## src/rtl/mm_sched_pkg.sv

```systemverilog
// Shared types and constants for the matmul operand-read schedulers.
// Holds the D-read FSM state encoding, the default drain length and the N1 log2 helper.
package mm_sched_pkg;

   typedef enum logic [2:0] {
      IDLE  = 3'd0,
      CHECK = 3'd1,
      CLEAR = 3'd2,
      RUN   = 3'd3,
      DRAIN = 3'd4,
      DONE  = 3'd5
   } d_sched_state_t;

   localparam int D_SCHED_DRAIN_DEFAULT = 2;

   function automatic int N1_LOG2(input int n1);
      return $clog2(n1);
   endfunction

endpackage

```

## src/rtl/d_sched_beat_cnt.sv

```systemverilog
// Nested col/blk/row beat counter for the D-read scheduler.
// Advances on en, clears on clr, and flags the final beat of the job.
module d_sched_beat_cnt
   import mm_sched_pkg::*;
#(
   parameter int MW = 16
) (
   input  logic          clk,
   input  logic          rst,
   input  logic          clr,
   input  logic          en,
   input  logic [MW-1:0] col_max,
   input  logic [MW-1:0] blk_max,
   input  logic [MW-1:0] row_max,
   output logic          last
);

   logic [MW-1:0] col_q, col_d;
   logic [MW-1:0] blk_q, blk_d;
   logic [MW-1:0] row_q, row_d;

   // NOTE: every always_comb output gets a default first, so no path leaves it unassigned and no latch is inferred.
   always_comb begin
      col_d = col_q;
      blk_d = blk_q;
      row_d = row_q;
      if (clr) begin
         col_d = '0;
         blk_d = '0;
         row_d = '0;
      end else if (en) begin
         if (col_q == col_max) begin
            col_d = '0;
            if (blk_q == blk_max) begin
               blk_d = '0;
               row_d = (row_q == row_max) ? '0 : row_q + MW'(1);
            end else begin
               blk_d = blk_q + MW'(1);
            end
         end else begin
            col_d = col_q + MW'(1);
         end
      end
   end

   always_ff @(posedge clk or posedge rst) begin
      if (rst) begin
         col_q <= '0;
         blk_q <= '0;
         row_q <= '0;
      end else begin
         col_q <= col_d;
         blk_q <= blk_d;
         row_q <= row_d;
      end
   end

   assign last = (col_q == col_max) && (blk_q == blk_max) && (row_q == row_max);

endmodule

```

## src/rtl/d_read_sched.sv

```systemverilog
// Job sequencer for the D-operand read-address generator: validates a descriptor,
// clears the generator, streams valid_D beats, drains. Optional stall counter: D_SCHED_STALL_CNT_EN.
module d_read_sched
   import mm_sched_pkg::*;
#(
   parameter int N1           = 4,
   parameter int MATRIXSIZE_W = 16,
   parameter int DRAIN_CYC    = D_SCHED_DRAIN_DEFAULT
) (
   input  logic                    clk,
   input  logic                    rst,
   input  logic                    start,
   input  logic [MATRIXSIZE_W-1:0] cfg_m1,
   input  logic [MATRIXSIZE_W-1:0] cfg_bw,
   input  logic [MATRIXSIZE_W-1:0] cfg_bn,
   input  logic                    dn_ready,
   output logic                    busy,
   output logic                    done,
   output logic                    cfg_err,
   output logic                    gen_rst,
   output logic                    valid_D,
   output logic [MATRIXSIZE_W-1:0] BLOCK_NUM,
   output logic [MATRIXSIZE_W-1:0] BLOCK_WIDTH,
   output logic [MATRIXSIZE_W-1:0] M1dN1,
   output logic [MATRIXSIZE_W-1:0] M1xBLOCK_WIDTHdN1
`ifdef D_SCHED_STALL_CNT_EN
   ,
   output logic [31:0]             stall_cnt
`endif
);

   localparam int MW = MATRIXSIZE_W;
   localparam int L  = N1_LOG2(N1);
   localparam int DW = $clog2(DRAIN_CYC + 2);

   d_sched_state_t state_q, state_d;
   logic [MW-1:0]  m1_q, m1_d;
   logic [MW-1:0]  bw_q, bw_d;
   logic [MW-1:0]  bn_q, bn_d;
   logic [MW-1:0]  m1dn1_q, m1dn1_d;
   logic [MW-1:0]  prod_q, prod_d;
   logic           cfg_err_q, cfg_err_d;
   logic [DW-1:0]  drain_q, drain_d;
`ifdef D_SCHED_STALL_CNT_EN
   logic [31:0]    stall_q, stall_d;
`endif

   logic [MW-1:0] m1dn1_c;
   logic          desc_bad;
   logic          beat_last;

   assign m1dn1_c  = m1_q >> L;
   assign desc_bad = (m1_q == '0) || (bw_q == '0) || (bn_q == '0) || (m1_q[L-1:0] != '0);

   always_comb begin
      state_d   = state_q;
      m1_d      = m1_q;
      bw_d      = bw_q;
      bn_d      = bn_q;
      m1dn1_d   = m1dn1_q;
      prod_d    = prod_q;
      cfg_err_d = cfg_err_q;
      drain_d   = drain_q;
`ifdef D_SCHED_STALL_CNT_EN
      stall_d   = stall_q;
`endif
      case (state_q)
         IDLE: begin
            if (start) begin
               m1_d      = cfg_m1;
               bw_d      = cfg_bw;
               bn_d      = cfg_bn;
               cfg_err_d = 1'b0;
`ifdef D_SCHED_STALL_CNT_EN
               stall_d   = '0;
`endif
               state_d   = CHECK;
            end
         end
         CHECK: begin
            m1dn1_d = m1dn1_c;
            prod_d  = m1dn1_c * bw_q;
            if (desc_bad) begin
               cfg_err_d = 1'b1;
               state_d   = DONE;
            end else begin
               state_d   = CLEAR;
            end
         end
         CLEAR: state_d = RUN;
         RUN: begin
`ifdef D_SCHED_STALL_CNT_EN
            if (!dn_ready && (stall_q != '1)) stall_d = stall_q + 32'd1;
`endif
            if (dn_ready && beat_last) begin
               drain_d = DW'(DRAIN_CYC);
               state_d = DRAIN;
            end
         end
         // One cycle for the generator's output register, then DRAIN_CYC settle cycles.
         DRAIN: begin
            if (drain_q == '0) state_d = DONE;
            else               drain_d = drain_q - DW'(1);
         end
         DONE:    state_d = IDLE;
         default: state_d = IDLE;
      endcase
   end

   always_ff @(posedge clk or posedge rst) begin
      if (rst) begin
         state_q   <= IDLE;
         m1_q      <= '0;
         bw_q      <= '0;
         bn_q      <= '0;
         m1dn1_q   <= '0;
         prod_q    <= '0;
         cfg_err_q <= 1'b0;
         drain_q   <= '0;
`ifdef D_SCHED_STALL_CNT_EN
         stall_q   <= '0;
`endif
      end else begin
         state_q   <= state_d;
         m1_q      <= m1_d;
         bw_q      <= bw_d;
         bn_q      <= bn_d;
         m1dn1_q   <= m1dn1_d;
         prod_q    <= prod_d;
         cfg_err_q <= cfg_err_d;
         drain_q   <= drain_d;
`ifdef D_SCHED_STALL_CNT_EN
         stall_q   <= stall_d;
`endif
      end
   end

   d_sched_beat_cnt #(.MW(MW)) u_beat_cnt (
      .clk     (clk),
      .rst     (rst),
      .clr     (state_q == CLEAR),
      .en      (valid_D),
      .col_max (bw_q - MW'(1)),
      .blk_max (bn_q - MW'(1)),
      .row_max (m1_q - MW'(1)),
      .last    (beat_last)
   );

   // valid_D is purely combinational so an async reset kills the beat in the same cycle.
   assign valid_D           = (state_q == RUN) && dn_ready;
   assign busy              = (state_q != IDLE);
   assign done              = (state_q == DONE);
   assign gen_rst           = (state_q == IDLE) || (state_q == CHECK) || (state_q == CLEAR);
   assign cfg_err           = cfg_err_q;
   assign BLOCK_NUM         = bn_q;
   assign BLOCK_WIDTH       = bw_q;
   assign M1dN1             = m1dn1_q;
   assign M1xBLOCK_WIDTHdN1 = prod_q;
`ifdef D_SCHED_STALL_CNT_EN
   assign stall_cnt         = stall_q;
`endif

endmodule

```

## config.mk

```make
export PLATFORM = sky130hd
export DESIGN_NAME = d_read_sched
export DESIGN_NICKNAME = d
export VERILOG_FILES = /design/src/rtl/mm_sched_pkg.sv /design/src/rtl/d_sched_beat_cnt.sv /design/src/rtl/d_read_sched.sv
export SDC_FILE = /design/constraint.sdc
export NUM_CORES = 1
export LEC_CHECK = 0
export BUFFER_PORTS_ARGS = -buffer_cell sky130_fd_sc_hd__buf_4
export CAP_MARGIN = 20
export CORE_UTILIZATION = 50
export CTS_CLUSTER_SIZE = 40
export DETAILED_ROUTE_END_ITERATION = 8
export PLACE_DENSITY = 0.7
export SKIP_LAST_GASP = 1
export SLEW_MARGIN = 5
export SYNTH_ARGS = -nofsm -noshare
export SYNTH_HDL_FRONTEND = slang
export SYNTH_SLANG_ARGS = --single-unit
```

## constraint.sdc

```tcl
create_clock -name clk -period 6 [get_ports clk]
set_input_delay 0.3 -clock clk [delete_from_list [all_inputs] [get_ports clk]]
set_output_delay 0.3 -clock clk [all_outputs]
set_load 0.01 [all_outputs]
```

Yosys cells after proc, flatten, opt, wreduce, memory -nomap -nowiden

Index checks and enable logic that the tools add are counted.

Multiplexer cells: 23
Shift operators: 0
$add $sub $neg: 7
Bitwise operators: 0
Div/mod/pow operators: 0
Reductions and logical operators: 27
$mul: 1
Eq/ne operators: 13
Magnitude comparators: 0

Operators with widths:

| kind                    | number |
|---|---|
| $mux W16                | 12 |
| $add A16 B1 Y16 const B | 3 |
| $eq A16 B16 Y1          | 3 |
| $logic_not A16 Y1       | 3 |
| $sub A16 B1 Y16 const B | 3 |
| $mul A14 B16 Y16        | 1 |
| $pmux W3 S5             | 1 |
| $mux W3                 | 4 |
| $reduce_and A3 Y1       | 4 |
| $reduce_bool A2 Y1      | 6 |
| $ne A2 B2 Y1 const B    | 5 |
| $eq A3 B2 Y1 const B    | 2 |
| $eq A3 B3 Y1 const B    | 2 |
| $logic_or A1 B1 Y1      | 5 |
| $logic_and A1 B1 Y1     | 4 |
| $mux W2                 | 2 |
| $pmux W2 S2             | 1 |
| $reduce_and A2 Y1       | 2 |
| $eq A3 B1 Y1 const B    | 1 |
| $logic_not A3 Y1        | 1 |
| $reduce_bool A3 Y1      | 1 |
| $logic_not A2 Y1        | 1 |
| $mux W1                 | 2 |
| $pmux W1 S2             | 1 |
| $sub A2 B1 Y2 const B   | 1 |

Output and inout bits: 69
Logic and storage cells: 82
Bits in latches: 0
Memory bits (writable): 0
Memory bits (read-only): 0
Input bits: 52
Memories: 0
Bits in registers: 132

Longest topological paths before layout

Depth in word-level cells: 7
Depth in mapped cells: 23
Depth with buffers taken out: 21

By module

A second synthesis with hierarchy kept.

Cell total of the unflattened synthesis: 1183
Area total of the unflattened synthesis: 11008.1 µm²

By module, submodules not included:

| module           | area each (µm²) | cells each | times used | sequential area each (µm²) |
|---|---|---|---|---|
| d_read_sched     | 7870.0          | 827        | 1          | 2102.0 |
| d_sched_beat_cnt | 3138.0          | 356        | 1          | 1201.2 |

Worst setup path before layout

OpenSTA, ideal clock, no wires.

Kind: register to register
Start point: register m1_q[4]
End point: register prod_q[15], in the netlist M1xBLOCK_WIDTHdN1[15]
Setup slack: 0.647 ns
Library setup time: 0.134 ns
Arrival time: 5.219 ns
Clock period less this slack: 5.353 ns
Buffers on the path: 2
Stages on the path, launching flop included: 24
Required time: 5.866 ns
Cells stage by stage: dfrtp_1 clkbuf_1 clkbuf_1 and2_1 fa_1 inv_1 fa_1 inv_1 fa_1 inv_1 fa_1 inv_1 fa_1 inv_1 fa_1 inv_1 ha_1 and3_1 nand3_1 a31oi_1 nand3_1 nand2_1 xnor2_1 o21ai_0

Word-level cells in the longest chain between the ends: 1

Ends and longest elaborated chain:

| element                | line                | RTL |
|---|---|---|
| from (decl)            | d_read_sched.sv:37  | `logic [MW-1:0] m1_q, m1_d;` |
| from (signal assigned) | d_read_sched.sv:125 | `m1_q <= m1_d;` |
| $mul A14 B16 Y16       | d_read_sched.sv:82  | `prod_d = m1dn1_c * bw_q;` |
| to (signal assigned)   | d_read_sched.sv:129 | `prod_q <= prod_d;` |
| to (decl)              | d_read_sched.sv:41  | `logic [MW-1:0] prod_q, prod_d;` |

Every way passes these cells.
A chain may end at the register's enable or synchronous reset.

Worst setup path after layout

Start point: register bw_q[8], in the netlist BLOCK_WIDTH[8]
End point: register prod_q[15], in the netlist M1xBLOCK_WIDTHdN1[15]

Word-level cells in the longest chain between the ends: 1

Ends and longest elaborated chain:

| element                | line                | RTL |
|---|---|---|
| from (decl)            | d_read_sched.sv:38  | `logic [MW-1:0] bw_q, bw_d;` |
| from (signal assigned) | d_read_sched.sv:126 | `bw_q <= bw_d;` |
| $mul A14 B16 Y16       | d_read_sched.sv:82  |  |

Every way passes these cells.

==> results.txt <==
----------------------------------------------------
[Clock tree]
  Clock slew seen by the registers of the worst setup and hold paths ... ~0.060 ns
  # hold bufs at CTS ... 1
  TritonCTS Buffers ... 17
  Post-CTS Repair Setup Buffers ... 0
  Clock root buffer ... sky130_fd_sc_hd__clkbuf_16
  Clock latency at the later pin of the worst-skew pair ... 0.43 ns
  Bufs on Longest Clock Path ... 2
  Post-CTS sizing ... 0
  TritonCTS clock tree ... done
  H-tree Lvls ... 4
  Clk sink count ... around 130

[Yosys]
  Top area cells in the synthesized netlist ... sky130_fd_sc_hd__dfrtp_1 29%, sky130_fd_sc_hd__fa_1 14%, sky130_fd_sc_hd__nand2_1 5.9%
  Cells after Synth ... 1277
  Post-synthesis register bit count ... 132
  Distinct cell type count of the synthesized netlist ... 70
  Area of the mapped netlist ... roughly 0.011 mm2
  Post-synth top area cell ... sky130_fd_sc_hd__dfrtp_1
  Portion of the post-synthesis area used by sequential elements ... 29.1%
  Warning count from the yosys run ... 0
  Main flop type after synthesis ... sky130_fd_sc_hd__dfrtp_1
  Mean instance size in the synthesized netlist ... 8.87 um2
  Share of the synthesized area in the top cell type ... 29.1%
  Proportion of register bits with asynchronous set or reset after synthesis ... 100%
  Number of flops mapped to enable cells by yosys ... 0

[Layout]
  Filler instances ... 1919
  Number of inserted diodes ... 0
  Register area ... 0.00330 mm2
  Post-route cell area ... 0.0132 mm2
  Signed area change from the synthesized netlist to the final layout ... 16.2%
  Share of cells above drive strength 1 ... 17.5%
  Final core occ ... 59.8%
  Area of the multi-input gates ... between 0.007 and 0.008 mm2
  Count of nets after finishing ... 1550
  Fin cells ... 1660

[Global routing]
  Maximum number of pins on one net before global-route repair ... 72
  Total overflow reported by the global router ... 0
  Most utilized layer in the global route result ... met2
  Antenna violations before repair ... 0
  Global routing usage on met1 ... roughly a third
  Vias in the first global route ... about 9400
  Met2 Resource Use GR ... 44.8%
  Global-route wire length before repair ... 48.7 mm
  GRT Total Usage ... 26.6%
  Grt met3 use ... 4.29%

[STA]
  Number of failing setup endpoints in the final timing report ... 0
  Clock Skew ... 0.0118 ns
  Total Negative Setup Slacks ... 0 ns
  Pin slew with the least headroom to its limit ... 0.912 ns
  RSZ-0062 raised after global routing ... no
  Maximum clock frequency ... roughly 190 MHz
  Final Hold Vio Count ... 0
  Number of max-slew violations in the final report ... 0
  Worst slew margin ... 38.4%
  Final worst-path cycle share ... 89.8%
  Final period demand of the worst path ... 5.39 ns

[Hold path]
  Path type of the worst min-delay path ... in2reg

[Placement]
  DP Cell Count ... approximately 1600
  Placer's final routability congestion estimate ... 0.897
  Placed standard-cell area ... 0.0125 mm2
  Detailed placer's ending HPWL ... 22.4 mm
  Number of input and output port buffers inserted ... 118

[Run status]
  Run status ... finished with violations
  Violated checks ... DRC

[Floorplanning]
  Area enclosed by the die boundary ... 0.0233 mm2
  Vertical die dimension ... about 150 um
  Number of top-level design ports ... between 100 and 150
  Area of the core ... 0.0220 mm2
  Die X-Extent ... roughly 150 um
  Floorplan row count ... 54
  Starting density of the core ... 51.4%

[Setup path]
  Crit end category ... register
  Class of the most critical setup path ... reg2reg
  Crit-path max FO ... 14
  Worst Path Arrival ... 5.69 ns
  Data required time at the worst endpoint ... 6.30 ns
  Element type at the critical path start ... register

[Flow run]
  Max-cap viol count ... 0

[Route]
  Via-per-instance ratio ... ~5.6
  Total vias in the final route ... 9253
  Mean routed wirelength per cell ... 17.9 um
  Number of routed nets with antenna violations ... 0
  Wire length reported by the detailed router ... just under 30 mm
  Starting DRT DRC Count ... 688
  Total iterations of the first detailed-routing run ... 9
  Drt drc ... 8

----------------------------------------------------
## per-layer routing
| metal | up-vias | routed length (um) |
|---|---|---|
| li1 | 4379 | - |
| met1 | 4529 | 12900 |
| met2 | 274 | 14300 |
| met3 | 71 | 1390 |
| met4 | 0 | 1080 |
| met5 | - | 0 |
## cell usage after synthesis (4+ instances only)
cell type / n
sky130_fd_sc_hd__ha_1: 50
sky130_fd_sc_hd__o31ai_1: 20
sky130_fd_sc_hd__nand2_1: 177
sky130_fd_sc_hd__nor3b_1: 4
sky130_fd_sc_hd__xor2_1: 36
sky130_fd_sc_hd__xnor2_1: 75
sky130_fd_sc_hd__or3b_2: 4
sky130_fd_sc_hd__a31oi_1: 12
sky130_fd_sc_hd__nor4_1: 15
sky130_fd_sc_hd__nand3b_1: 4
sky130_fd_sc_hd__or3_1: 14
sky130_fd_sc_hd__or2_2: 4
sky130_fd_sc_hd__nand2b_1: 6
sky130_fd_sc_hd__a21o_1: 4
sky130_fd_sc_hd__and2_1: 60
sky130_fd_sc_hd__o21ai_0: 57
sky130_fd_sc_hd__nand3_1: 28
sky130_fd_sc_hd__fa_1: 80
sky130_fd_sc_hd__or4_1: 10
sky130_fd_sc_hd__nor3_1: 26
sky130_fd_sc_hd__nor2_1: 67
sky130_fd_sc_hd__buf_1: 4
sky130_fd_sc_hd__a21oi_1: 21
sky130_fd_sc_hd__o21a_1: 8
sky130_fd_sc_hd__nor2b_1: 8
sky130_fd_sc_hd__dfrtp_1: 132
sky130_fd_sc_hd__mux2_2: 44
sky130_fd_sc_hd__inv_1: 137
sky130_fd_sc_hd__and3_1: 19
sky130_fd_sc_hd__buf_2: 5
sky130_fd_sc_hd__clkbuf_1: 67
sky130_fd_sc_hd__nand4_1: 15
sky130_fd_sc_hd__mux2i_1: 6
sky130_fd_sc_hd__and4_1: 4
## cells by family (layout without fill, tap and decap cells)
group / Yosys count / count (layout) / share of synthesized area (%)
other cells: 1 / 2 / 0.0331
mux: 50 / 50 / 4.90
flops: 132 / 132 / 29.1
fa+ha+maj: 130 / 130 / 19.7
simple gates: 474 / 474 / 20.9
buf+inv: 218 / 320 / 7.54
xor+xnor: 111 / 111 / 8.58
compound gates: 161 / 161 / 9.22
## worst max-delay path, cell delays in order (launching register included)
cell                      delay (ns)
sky130_fd_sc_hd__dfrtp_1        0.57
sky130_fd_sc_hd__and2_1         0.26
sky130_fd_sc_hd__fa_1           0.53
sky130_fd_sc_hd__inv_1          0.05
sky130_fd_sc_hd__fa_1           0.49
sky130_fd_sc_hd__inv_1          0.06
sky130_fd_sc_hd__fa_1           0.47
sky130_fd_sc_hd__fa_1           0.50
sky130_fd_sc_hd__fa_1           0.49
sky130_fd_sc_hd__inv_1          0.05
sky130_fd_sc_hd__fa_1           0.47
sky130_fd_sc_hd__inv_1          0.04
sky130_fd_sc_hd__ha_1           0.36
sky130_fd_sc_hd__and3_1         0.18
sky130_fd_sc_hd__nand3_1        0.10
sky130_fd_sc_hd__a31oi_1        0.24
sky130_fd_sc_hd__nand3_1        0.12
sky130_fd_sc_hd__nand2_1        0.08
sky130_fd_sc_hd__xnor2_1        0.11
sky130_fd_sc_hd__o21ai_0        0.08
## flip-flops by register name (all words and copies together), names as in the netlist
signal,cells
M1xBLOCK_WIDTHdN1,16
u_beat_cnt.row_q,16
M1dN1,14
drain_q,2
u_beat_cnt.blk_q,16
BLOCK_WIDTH,16
BLOCK_NUM,16
state_q,3
cfg_err,1
m1_q,16
u_beat_cnt.col_q,16
## layout make-up
type / count / share of cell area [%]
multi-input cells: 928 / 54.6
flip-flops and latches: 132 / 25.1
repair buffers: 152 / 8.69
inverters: 137 / 3.94
clock buffers: 19 / 3.29
well taps: 280 / 2.66
clock inverters: 12 / 1.73
## placed cells by master, fill, tap and decap left out, types with 4 or more instances in the layout
| master | count |
|---|---|
| sky130_fd_sc_hd__o31ai_1 | 20 |
| sky130_fd_sc_hd__nand3_1 | 28 |
| sky130_fd_sc_hd__or2_2 | 4 |
| sky130_fd_sc_hd__clkbuf_16 | 17 |
| sky130_fd_sc_hd__inv_1 | 136 |
| sky130_fd_sc_hd__nor3_1 | 26 |
| sky130_fd_sc_hd__or3_1 | 14 |
| sky130_fd_sc_hd__a21oi_1 | 21 |
| sky130_fd_sc_hd__buf_4 | 151 |
| sky130_fd_sc_hd__or3b_2 | 4 |
| sky130_fd_sc_hd__bufinv_16 | 6 |
| sky130_fd_sc_hd__ha_1 | 50 |
| sky130_fd_sc_hd__and4_1 | 4 |
| sky130_fd_sc_hd__o21a_1 | 8 |
| sky130_fd_sc_hd__nor4_1 | 15 |
| sky130_fd_sc_hd__dfrtp_1 | 132 |
| sky130_fd_sc_hd__nand2_1 | 177 |
| sky130_fd_sc_hd__a31oi_1 | 12 |
| sky130_fd_sc_hd__and3_1 | 19 |
| sky130_fd_sc_hd__mux2_2 | 44 |
| sky130_fd_sc_hd__nor2b_1 | 8 |
| sky130_fd_sc_hd__xor2_1 | 36 |
| sky130_fd_sc_hd__fa_1 | 80 |
| sky130_fd_sc_hd__and2_1 | 60 |
| sky130_fd_sc_hd__nand4_1 | 15 |
| sky130_fd_sc_hd__or4_1 | 10 |
| sky130_fd_sc_hd__a21o_1 | 4 |
| sky130_fd_sc_hd__o21ai_0 | 57 |
| sky130_fd_sc_hd__nand2b_1 | 6 |
| sky130_fd_sc_hd__xnor2_1 | 75 |
| sky130_fd_sc_hd__nor2_1 | 66 |
| sky130_fd_sc_hd__nand3b_1 | 4 |
| sky130_fd_sc_hd__mux2i_1 | 6 |
| sky130_fd_sc_hd__nor3b_1 | 4 |
## final timing paths
kind                                      start                     to  slack [ns]  cells after the start
max                              BLOCK_WIDTH[8]  M1xBLOCK_WIDTHdN1[15]        0.61                     19
min in group asynchronous                   rst           BLOCK_NUM[6]        0.50                      3
max reg2reg                      BLOCK_WIDTH[8]  M1xBLOCK_WIDTHdN1[15]        0.61                     19
min                                   cfg_bn[0]           BLOCK_NUM[0]        0.08                      3
min reg2reg                M1xBLOCK_WIDTHdN1[0]   M1xBLOCK_WIDTHdN1[0]        0.47                      2
max in group asynchronous                   rst  M1xBLOCK_WIDTHdN1[11]        4.15                      4
## metrics by stage
step | hold slack, ns | setup slack (ns)
after floorplan | 0.417 | 0.647
after global placement | 0.413 | 0.737
after detailed placement | 0.415 | 0.625
after CTS | 0.0677 | 0.612
after global routing | 0.0709 | 0.249
final | 0.0810 | 0.612
Power is not shown: default switching activity piles up to over one toggle a cycle in this logic, so the estimate is an artifact.
